<file path="config.mk">
export PLATFORM = sky130hd
export DESIGN_NAME = rsp_fifo_sync_flat
export DESIGN_NICKNAME = d
export VERILOG_FILES = /design/src/rtl/rsp_fifo_pkg.sv /design/src/rtl/rsp_fifo_sync_if.sv /design/src/rtl/rsp_fifo_ram.sv /design/src/rtl/rsp_fifo_sync.sv /design/src/flat_wrapper.sv
export SDC_FILE = /design/constraint.sdc
export NUM_CORES = 1
export LEC_CHECK = 0
export CAP_MARGIN = 25
export CORE_MARGIN = 2
export CORE_UTILIZATION = 40
export DETAILED_ROUTE_END_ITERATION = 10
export PLACE_DENSITY = 0.56
export RECOVER_POWER = 25
export SYNTH_ARGS = -nofsm -noshare
export SYNTH_HDL_FRONTEND = slang
export SYNTH_SLANG_ARGS = --single-unit
</file>
<file path="constraint.sdc">
create_clock -name clk -period 11.1 [get_ports clk]
set_input_delay 1.11 -clock clk [delete_from_list [all_inputs] [get_ports clk]]
set_output_delay 1.11 -clock clk [all_outputs]
set_load 0.03 [all_outputs]
</file>
<file path="src/rtl/rsp_fifo_pkg.sv">
// rsp_fifo_pkg
// Shared constants and helpers for the single-clock response FIFO.
//   RSP_DATA_W     : default response word width
//   RSP_FIFO_DEPTH : default entry count
//   ptr_w()        : pointer width (index bits plus one wrap bit)
package rsp_fifo_pkg;

  localparam int RSP_DATA_W     = 128;
  localparam int RSP_FIFO_DEPTH = 16;

  function automatic int ptr_w(input int depth);
    return $clog2(depth) + 1;
  endfunction

endpackage

</file>
<file path="src/rtl/rsp_fifo_sync_if.sv">
// rsp_fifo_sync_if
// Push/pop handshake bundle of the response FIFO plus its status outputs.
//   push_valid, push_ready, push_rsp_data : producer side
//   pop_valid, pop_ready, pop_rsp_data    : consumer side (first-word-fall-through)
//   count, almost_full                    : occupancy status
// Handshake: a word moves on a side only in a cycle where valid and ready
// are both 1 at the rising edge. The producer holds push_valid and
// push_rsp_data until push_ready; the FIFO holds pop_valid and pop_rsp_data
// stable until the word is popped or the FIFO is flushed.
// Modports: master = producer/consumer driving the FIFO, slave = the FIFO.
interface rsp_fifo_sync_if
  import rsp_fifo_pkg::*;
#(
  parameter int DATA_W = RSP_DATA_W,
  parameter int DEPTH  = RSP_FIFO_DEPTH
) ();

  localparam int CNT_W = ptr_w(DEPTH);

  logic              push_valid;
  logic              push_ready;
  logic [DATA_W-1:0] push_rsp_data;
  logic              pop_valid;
  logic              pop_ready;
  logic [DATA_W-1:0] pop_rsp_data;
  logic [CNT_W-1:0]  count;
  logic              almost_full;

  modport master (
    output push_valid, push_rsp_data, pop_ready,
    input  push_ready, pop_valid, pop_rsp_data, count, almost_full
  );

  modport slave (
    input  push_valid, push_rsp_data, pop_ready,
    output push_ready, pop_valid, pop_rsp_data, count, almost_full
  );

endinterface

</file>
<file path="src/rtl/rsp_fifo_ram.sv">
// rsp_fifo_ram
// DEPTH x DATA_W storage: one synchronous write port, one asynchronous read
// port. The asynchronous read is what lets the FIFO present its head word
// combinationally, and it maps onto distributed (LUT) RAM.
//   clk   : write clock
//   we    : write enable
//   waddr : write address
//   wdata : write data
//   raddr : read address
//   rdata : read data (combinational)
module rsp_fifo_ram #(
  parameter int DATA_W = 128,
  parameter int DEPTH  = 16
) (
  input  logic                     clk,
  input  logic                     we,
  input  logic [$clog2(DEPTH)-1:0] waddr,
  input  logic [DATA_W-1:0]        wdata,
  input  logic [$clog2(DEPTH)-1:0] raddr,
  output logic [DATA_W-1:0]        rdata
);

  (* syn_ramstyle = "distributed_ram" *)
  logic [DATA_W-1:0] mem [DEPTH];

  // No reset on the array: keeps it mappable onto LUT RAM.
  always_ff @(posedge clk) begin
    if (we) begin
      mem[waddr] <= wdata;
    end
  end

  assign rdata = mem[raddr];

endmodule

</file>
<file path="src/rtl/rsp_fifo_sync.sv">
// rsp_fifo_sync
// Single-clock response FIFO, valid/ready on both sides, first-word-fall-
// through output, occupancy count, programmable almost-full and synchronous
// flush.
//   clk, rstn   : clock (rising edge), asynchronous active-low reset
//   flush       : clears all stored entries at the next edge
//   bus         : rsp_fifo_sync_if.slave (push/pop handshakes, count,
//                 almost_full)
// Optional (macro RSP_FIFO_WMARK_EN):
//   wmark_clr   : reload max_count with the current count
//   max_count   : highest occupancy since reset, flush or wmark_clr
module rsp_fifo_sync
  import rsp_fifo_pkg::*;
#(
  parameter int DATA_W       = RSP_DATA_W,
  parameter int DEPTH        = RSP_FIFO_DEPTH,
  parameter int AFULL_THRESH = DEPTH - 2
) (
  input  logic                      clk,
  input  logic                      rstn,
  input  logic                      flush,
`ifdef RSP_FIFO_WMARK_EN
  input  logic                      wmark_clr,
  output logic [ptr_w(DEPTH)-1:0]   max_count,
`endif
  rsp_fifo_sync_if.slave            bus
);

  localparam int PW = ptr_w(DEPTH);
  localparam int AW = PW - 1;

  logic [PW-1:0] wptr;
  logic [PW-1:0] rptr;
  logic [PW-1:0] cnt;
  logic          init_done;
  logic          empty;
  logic          full;
  logic          push_fire;
  logic          pop_fire;

  // Pointers carry one extra wrap bit: equal pointers mean empty, equal
  // index bits with differing wrap bits mean full.
  assign empty = (wptr == rptr);
  assign full  = (wptr[AW-1:0] == rptr[AW-1:0]) && (wptr[AW] != rptr[AW]);

  // push_ready depends only on registered state, so a pop in a full cycle
  // frees a slot that becomes visible one cycle later.
  assign bus.push_ready = !full && init_done;
  assign bus.pop_valid  = !empty;

  assign push_fire = bus.push_valid && bus.push_ready;
  assign pop_fire  = bus.pop_valid && bus.pop_ready;

  // Modulo subtraction through the wrap bit gives 0..DEPTH directly.
  assign cnt             = wptr - rptr;
  assign bus.count       = cnt;
  assign bus.almost_full = (cnt >= PW'(AFULL_THRESH));

  // Holds off pushes for the first edge after reset release.
  always_ff @(posedge clk or negedge rstn) begin
    if (!rstn) begin
      init_done <= 1'b0;
    end else begin
      init_done <= 1'b1;
    end
  end

  always_ff @(posedge clk or negedge rstn) begin
    if (!rstn) begin
      wptr <= '0;
      rptr <= '0;
    end else if (flush) begin
      wptr <= '0;
      rptr <= '0;
    end else begin
      if (push_fire) wptr <= wptr + PW'(1);
      if (pop_fire)  rptr <= rptr + PW'(1);
    end
  end

  rsp_fifo_ram #(
    .DATA_W (DATA_W),
    .DEPTH  (DEPTH)
  ) u_ram (
    .clk   (clk),
    .we    (push_fire && !flush),
    .waddr (wptr[AW-1:0]),
    .wdata (bus.push_rsp_data),
    .raddr (rptr[AW-1:0]),
    .rdata (bus.pop_rsp_data)
  );

`ifdef RSP_FIFO_WMARK_EN
  logic [PW-1:0] max_q;

  // Tracks the registered count, so it trails a count increase by a cycle.
  always_ff @(posedge clk or negedge rstn) begin
    if (!rstn) begin
      max_q <= '0;
    end else if (flush) begin
      max_q <= '0;
    end else if (wmark_clr) begin
      max_q <= cnt;
    end else if (cnt > max_q) begin
      max_q <= cnt;
    end
  end

  assign max_count = max_q;
`endif

endmodule

</file>
<file path="src/flat_wrapper.sv">
// flat-port wrapper written by rule: the top's interface ports become plain ports
module rsp_fifo_sync_flat import rsp_fifo_pkg::*;
#(
  parameter int DATA_W       = RSP_DATA_W,
  parameter int DEPTH        = RSP_FIFO_DEPTH,
  parameter int AFULL_THRESH = DEPTH - 2
)
  (clk, rstn, flush, bus_push_valid, bus_push_rsp_data, bus_pop_ready, bus_push_ready, bus_pop_valid, bus_pop_rsp_data, bus_count, bus_almost_full);
  rsp_fifo_sync_if #(.DATA_W(DATA_W), .DEPTH(DEPTH)) bus_i ();
  input  logic clk;
  input  logic rstn;
  input  logic flush;
  input wire logic [$bits(bus_i.push_valid)-1:0] bus_push_valid;
  input wire logic [$bits(bus_i.push_rsp_data)-1:0] bus_push_rsp_data;
  input wire logic [$bits(bus_i.pop_ready)-1:0] bus_pop_ready;
  output wire logic [$bits(bus_i.push_ready)-1:0] bus_push_ready;
  output wire logic [$bits(bus_i.pop_valid)-1:0] bus_pop_valid;
  output wire logic [$bits(bus_i.pop_rsp_data)-1:0] bus_pop_rsp_data;
  output wire logic [$bits(bus_i.count)-1:0] bus_count;
  output wire logic [$bits(bus_i.almost_full)-1:0] bus_almost_full;
  assign bus_i.push_valid = bus_push_valid;
  assign bus_i.push_rsp_data = bus_push_rsp_data;
  assign bus_i.pop_ready = bus_pop_ready;
  assign bus_push_ready = bus_i.push_ready;
  assign bus_pop_valid = bus_i.pop_valid;
  assign bus_pop_rsp_data = bus_i.pop_rsp_data;
  assign bus_count = bus_i.count;
  assign bus_almost_full = bus_i.almost_full;
  rsp_fifo_sync #(.DATA_W(DATA_W), .DEPTH(DEPTH), .AFULL_THRESH(AFULL_THRESH)) u_core (.clk(clk), .rstn(rstn), .flush(flush), .bus(bus_i));
endmodule
</file>
==> results of run 1 <==
final cells by class:
type,instances,share of cell area
Sequential cell,2059,0.6795
Inverter,7,0.0003440
Clock buffer,270,0.06097
Timing Repair Buffer,338,0.03910
Tap cell,2624,0.03610
Multi-Input combinational cell,1238,0.1717
Antenna cell,11,0.0003027
Clock inverter,115,0.01201
layout by cell type (no fill, tap or decap), types with 9 or more instances in the layout:
master	n
clkinv_1	48
diode_2	11
ha_1	9
nor2_4	12
mux4_2	384
bufinv_16	16
nor2_1	9
a221oi_1	128
mux2i_1	386
clkinv_2	35
buf_12	23
buf_4	44
clkbuf_1	57
o21ai_1	139
o21ai_0	120
dlygate4sd3_1	80
clkbuf_16	213
clkdlybuf4s50_1	188
edfxtp_1	2048
cell usage after synthesis (2+ instances only):
master	n
nor2_1	21
buf_4	11
mux4_2	384
buf_8	12
o21ai_0	120
clkbuf_1	99
buf_12	5
a21o_1	2
inv_1	7
or3_1	2
o21ai_1	139
nand4_1	2
nand3_1	2
mux2i_1	386
nor2b_1	2
buf_2	38
buf_6	14
a21oi_1	3
and2_1	2
buf_1	22
dfrtp_1	11
clkbuf_4	4
a211oi_1	3
nand2_1	8
ha_1	9
edfxtp_1	2048
xnor2_1	7
nor3_1	4
a221oi_1	128
xor2_1	4
nand2b_1	2
logic make-up after synthesis:
group,Yosys count,synth area share
AO/OA/AOI/OAI,400,0.03201
XOR/XNOR,11,0.001228
adder cells (fa/ha/maj),10,0.001690
buffers and inverters,212,0.01556
flip-flops,2059,0.7873
multiplexers,770,0.1595
other,1,0.00004779
AND/OR/NAND/NOR,46,0.002679
per-stage QoR:
stage	hold slack, ns	power, mW
6_report	0.6154	17.01
5_1_grt	0.6471	17.58
4_1_cts	0.5785	17.22
3_5_place_dp	0.6019	10.39
3_3_place_gp	0.5856	10.38
2_1_floorplan	0.5658	9.893
worst max path at each step:
| stage | slack, ns | endpoint | depth (start not counted) |
|---|---|---|---|
| finish | 4.13 | bus_pop_rsp_data[82] | 7 |
| global route | 3.93 | bus_pop_rsp_data[59] | 8 |
| CTS | 3.92 | bus_pop_rsp_data[63] | 7 |
| detailed placement | 4.84 | bus_pop_rsp_data[63] | 7 |
| global placement | 4.31 | bus_pop_rsp_data[59] | 7 |
| floorplan | 2.69 | u_core.u_ram.mem[12][0] | 11 |
flip-flops by register name (all words and copies together), names as in the netlist:
register and flops:
u_core.u_ram.mem 2048, u_core.rptr 5, u_core.wptr 5, u_core.init_done 1
report_power, final:
group	leakage [nW]	switching (mW)	internal [mW]
Clock	3.23	2.93	3.89
Combinational	5.09	0.851	0.728
Sequential	18.6	0.0267	8.58
tightest hold or removal path: stages, from the launching register on:
cell	delay, ns
dfrtp_1	0.41
xnor2_1	0.09
nor2_1	0.07
per-layer routing:
layer | vias up | GRT usage
met5 | - | 0
met4 | 14 | 0.04655
met3 | 324 | 0.02991
met2 | 926 | 0.3258
met1 | 19650 | 0.2487
li1 | 15600 | -
==> run metrics, run 1 <==
Worst Tran Pin Value between 1 and 1.5 ns; clock transition at the register clock pins on the worst setup and hold paths after CTS 0.06 ns; R2R setup slack 5.26 ns; number of cells traversed by the worst hold path 2; total setup buffers inserted after CTS 0; CP Launch Type flip-flop; crit-path max FO 63; Period minus WS final 6.966 ns; number of clock sinks 2059; number of remaining DRC errors 0; worst flop-to-flop path endpoint u_core.u_ram.mem[11][59]; slowest cell on the critical path dfrtp_4; maximum frequency from static timing analysis 143.5 MHz; post-placement cell count between 6k and 7k; Max Cap Violations 0; area of combinational cells with multiple inputs 15610 um2; Final Cycle Share 0.6276; Final TNS setup 0 ns; Layout Utilization 0.4664; Reg area 61790 um2; Yosys top cell area share 0.7838; Die ar. ~200000 um2; maximum level of the CTS H-tree 4; share of post-route cells with drive strength above 1 0.1880; sequential area share after synthesis 0.7873; result of the run complete, no violations; worst hold start u_core.rptr[4]; fill cell count 16.25k; required arrival time at the worst endpoint 9.99 ns; synthesized netlist net count roughly 3.7k; leading register cell type out of synthesis edfxtp_1; synthesized instance count 3509; clock root buffer clkbuf_16; Wirelength per Cell 28.21 um; peak supply drop between 0.0001 and 0.00015 V; cell type with the highest aggregate area in the netlist edfxtp_1; Layout area overhead 15.90%; width of the die 446.9 um; aggregate global-route resource usage 0.1882; total of endpoints with negative setup slack in the final report 0; number of detailed-route iterations in the first pass 7; startpoint of the worst setup timing path u_core.rptr[2]; Top-Level Pins 269; post-route cell area 90930 um2; Most common cell on crit path buf_4; core area 195000 um2; non-filler cells in the finished layout 6662; buffers added on ports 268; max_slew headroom 0.3076; number of rows in the core area 162; maximum clock skew at final layout 0.06271 ns; biggest area contributors in the synthesized netlist edfxtp_1 78%, mux4_2 11%, mux2i_1 4.9%; end point of the worst hold path u_core.rptr[4]; Detail Route met3 WL around 8400 um; hpwl dp 87890 um; Iter 0 DRT Violations 2931; number of hold violations in the final report 0; path type of the worst min-delay path flip-flop to flip-flop; Remaining Overflow, GRT 0; Via Count 36.52k; # nets final approximately 4k; CP max stage delay 0.91 ns; RSZ-0062 raised after global routing false; family of cells with the greatest summed delay on the critical path buffers and inverters; EDFF count, synth 2048; wire length on met1 78860 um; CTS tree done; wire length of the first global-routing pass 271000 um; distinct cell type count of the synthesized netlist 39; worst-skew pair later-pin latency 0.84 ns; met2 wire length 96250 um; total wire length between 150000 and 200000 um; Seq cells post-synth 2059; Cell Chain, Critical Path buf_4, buf_4, buf_4, mux4_2, mux2i_1, o21ai_0, clkdlybuf4s50_1; share of flip-flops with an asynchronous set or reset after synthesis 0.005342; Avg Cell Area, Syn around 22 um2; quantity of hold-fixing buffers added after cts 0; cell leakage power 26.88 nW; start of the worst register-to-register path u_core.rptr[2]; CTS max path bufs 3; synthesized cell area 78460 um2; Final Wtd Congestion 0.7046; worst path bufs/invs 4; Worst Path Arrival 5.86 ns; type of element capturing the critical path primary output; uppermost signal routing layer after detailed routing met5; Num CTS Buffers between 200 and 250; Die Y around 450 um; post-placement worst setup slack 4.845 ns; CP Class flip-flop to primary output; Cell Pwr Density 187.0 nW/um2; initial core utilization 0.4024; Worst Reg-to-Reg Cells 9; maximum number of pins on one net before global-route repair 115; placed instance area 84180 um2; Post-DRT Antenna Nets 0; number of slew-limit violations in the final report 0; crit path setup slack, layout a little over 4 ns; Resized cells post-CTS 0; post-DR vias/cell 5.481; antenna violations before repair 48; number of global-route vias before repair 38.14k; count of warnings emitted by yosys 0
(Power assumes the default switching activity.)
==> inputs of run 2 (changes only) <==
--- a/config.mk
+++ b/config.mk
@@ -9,7 +9,7 @@
 export CORE_MARGIN = 2
 export CORE_UTILIZATION = 40
 export DETAILED_ROUTE_END_ITERATION = 10
-export PLACE_DENSITY = 0.56
+export PLACE_DENSITY = 0.54
 export RECOVER_POWER = 25
 export SYNTH_ARGS = -nofsm -noshare
 export SYNTH_HDL_FRONTEND = slang
==> constraint.sdc (replaced) <==
create_clock -name clk -period 6.6 [get_ports clk]
set_input_delay 0.66 -clock clk [delete_from_list [all_inputs] [get_ports clk]]
set_output_delay 0.66 -clock clk [all_outputs]
set_load 0.03 [all_outputs]
==> run metrics, run 2 (same netlist as run 1, synthesis figures left out) <==
clock root buffer clkbuf_16 (unchanged); post-placement cell count 6286 (was 6262); peak supply drop 0.0002513 V (was 0.0001440 V); maximum number of pins on one net before global-route repair 111 (was 115); start of the worst register-to-register path u_core.rptr[3] (was u_core.rptr[2]); worst flop-to-flop path endpoint u_core.u_ram.mem[8][47] (was u_core.u_ram.mem[11][59]); Layout area overhead 16.41% (was 15.90%); Remaining Overflow, GRT 0 (unchanged); path type of the worst min-delay path primary input to asynchronous set/reset pin (was flip-flop to flip-flop); sequential fraction of design power 0.502 (was 0.506); number of clock sinks 2059 (unchanged); max_slew headroom 0.2785 (was 0.3076); Internal Power 22.22 mW (was 13.20 mW); Post-DRT Antenna Nets 0 (unchanged); number of hold violations in the final report 0 (unchanged); Max Cap Violations 0 (unchanged); Resized cells post-CTS 0 (unchanged); Cell Pwr Density 315.6 nW/um2 (was 187.0 nW/um2); post-route cell area 91340 um2 (was 90930 um2); buffers added on ports 268 (unchanged); placed instance area 84510 um2 (was 84180 um2); non-filler cells in the finished layout 6688 (was 6662); number of rows in the core area 162 (unchanged); total setup buffers inserted after CTS 0 (unchanged); number of slew-limit violations in the final report 0 (unchanged); startpoint of the worst setup timing path u_core.rptr[1] (was u_core.rptr[2]); core area 195000 um2 (unchanged); aggregate global-route resource usage 0.1909 (was 0.1882); antenna violations before repair 43 (was 48); number of detailed-route iterations in the first pass 6 (was 7); Iter 0 DRT Violations 3085 (was 2931); Worst Tran Pin Value 1.082 ns (was 1.028 ns); total of endpoints with negative setup slack in the final report 0 (unchanged); Wirelength per Cell 28.61 um (was 28.21 um); crit-path max FO 43 (was 63); Power, Total 28.82 mW (was 17.01 mW); wire length of the first global-routing pass 275700 um (was 271000 um); number of remaining DRC errors 0 (unchanged); cell leakage power 27.08 nW (was 26.88 nW); maximum frequency from static timing analysis 186.9 MHz; RSZ-0062 raised after global routing false (unchanged); clock transition at the register clock pins on the worst setup and hold paths after CTS 0.06 ns (about the same); crit path setup slack, layout 1.251 ns (was 4.134 ns); CTS max path bufs 3 (unchanged); maximum clock skew at final layout 0.04330 ns (was 0.06271 ns); Final Wtd Congestion 0.7075 (was 0.7046); Period minus WS final roughly 5.3 ns; number of global-route vias before repair 38.33k (was 38.14k); # nets final 4020 (was 3997); R2R setup slack 1.76 ns (was 5.26 ns); Via Count 36.71k (was 36.52k); Num CTS Buffers 213 (was 210); width of the die 446.9 um (unchanged); type of element capturing the critical path primary output (unchanged); registers with the highest flip-flop counts u_core.u_ram.mem (2048), u_core.rptr (5), u_core.wptr (5) (unchanged); Most flops, register u_core.u_ram.mem (unchanged); Worst Reg-to-Reg Cells 7 (was 9); Die Y 446.9 um (unchanged); required arrival time at the worst endpoint 5.94 ns (was 9.99 ns); share of post-route cells with drive strength above 1 0.1939 (was 0.1880); quantity of hold-fixing buffers added after cts 0 (unchanged); initial core utilization 0.4024 (unchanged); result of the run complete, no violations (unchanged); worst-skew pair later-pin latency 0.84 ns (about the same); part of the total power dissipated in the clock network 0.404 (was 0.401); Worst Path Arrival 4.69 ns (was 5.86 ns); Psw 6.604 mW (was 3.809 mW); Sw Share 0.2291 (was 0.2239); Top-Level Pins 269 (unchanged); total wire length 191400 um (was 188000 um); flip-flop count of the largest register, all copies and words added 2048 (unchanged); CTS tree done (unchanged); fraction of power consumed by combinational cells 0.094 (was 0.093); CP Launch Type flip-flop (unchanged); hpwl dp 96440 um (was 87890 um); Die ar. 199700 um2 (unchanged); post-placement worst setup slack 1.762 ns (was 4.845 ns); Final Cycle Share 0.8105; post-DR vias/cell 5.489 (was 5.481); most frequent cells in the layout 2048 x edfxtp_1, 386 x mux2i_1, 384 x mux4_2 (unchanged); commonest non-fill, non-tap cell in the layout edfxtp_1 (unchanged); CP Class flip-flop to primary output (unchanged); maximum level of the CTS H-tree 4 (unchanged)
[run 2: cell types whose count changed in the layout (fill, tap and decap cells not counted), moves of 3 or more]
cell,previous run,this run
clkbuf_1,57,45
diode_2,11,5
clkinv_16,3,9
buf_4,44,56
clkinvlp_4,3,6
inv_6,3,8
clkinv_1,48,62
buf_12,23,32
[run 2: worst max-delay path by stage]
stage                                         end  slack, ns  cells after the start
after floorplan           u_core.u_ram.mem[12][0]      -1.81                     11
after global placement    u_core.u_ram.mem[4][35]       1.70                      7
after detailed placement  u_core.u_ram.mem[2][22]       1.76                      8
after CTS                   bus_pop_rsp_data[111]       1.08                      6
after global routing        bus_pop_rsp_data[111]       1.00                      6
final                       bus_pop_rsp_data[101]       1.25                      6
[run 2: worst max-delay path, stage by stage, from the launching register on]
cell	delay (ns)
dfrtp_4	1.06
and2_4	0.78
buf_4	0.59
a221oi_1	0.18
o21ai_1	0.13
o21ai_0	0.32
clkdlybuf4s50_1	0.72
[run 2: per-layer routing]
layer	part of all wire	vias to the layer above	wire, um	global-route usage
met4	0.020	22	3882	0.04671
met5	0.00066	-	126	0
met1	0.44	19780	83410	0.2647
li1	-	15660	-	-
met2	0.50	949	95130	0.3166
met3	0.046	294	8816	0.03049
[run 2: power groups by stage]
stage               registers, mW  logic (mW)  clock network (mW)
finish                       14.5        2.70                11.7
global route                 14.5        2.89                12.4
CTS                          14.5        2.78                11.9
detailed placement           14.7        2.78                   0
global placement             14.7        2.77                   0
floorplan                    14.7        1.92                   0
[run 2: through the flow]
stage	utilization	setup TNS, ns	hold WS, ns
2_1_floorplan	-	-3437.56	0.3644
3_3_place_gp	0.4330	0	0.5875
3_5_place_dp	0.4334	0	0.5972
4_1_cts	0.4683	0	0.1465
5_1_grt	0.4684	0	0.2750
6_report	0.4684	0	0.2878
[run 2: cell type report]
type / count / area (um2)
Timing Repair Buffer: 358 / 3799
Clock inverter: 139 / 1311
Inverter: 7 / 31.28
Sequential cell: 2059 / 61790
Antenna cell: 5 / 12.51
Multi-Input combinational cell: 1238 / 15610
Fill cell: 16200 / 103700
Tap cell: 2624 / 3283
Clock buffer: 258 / 5499
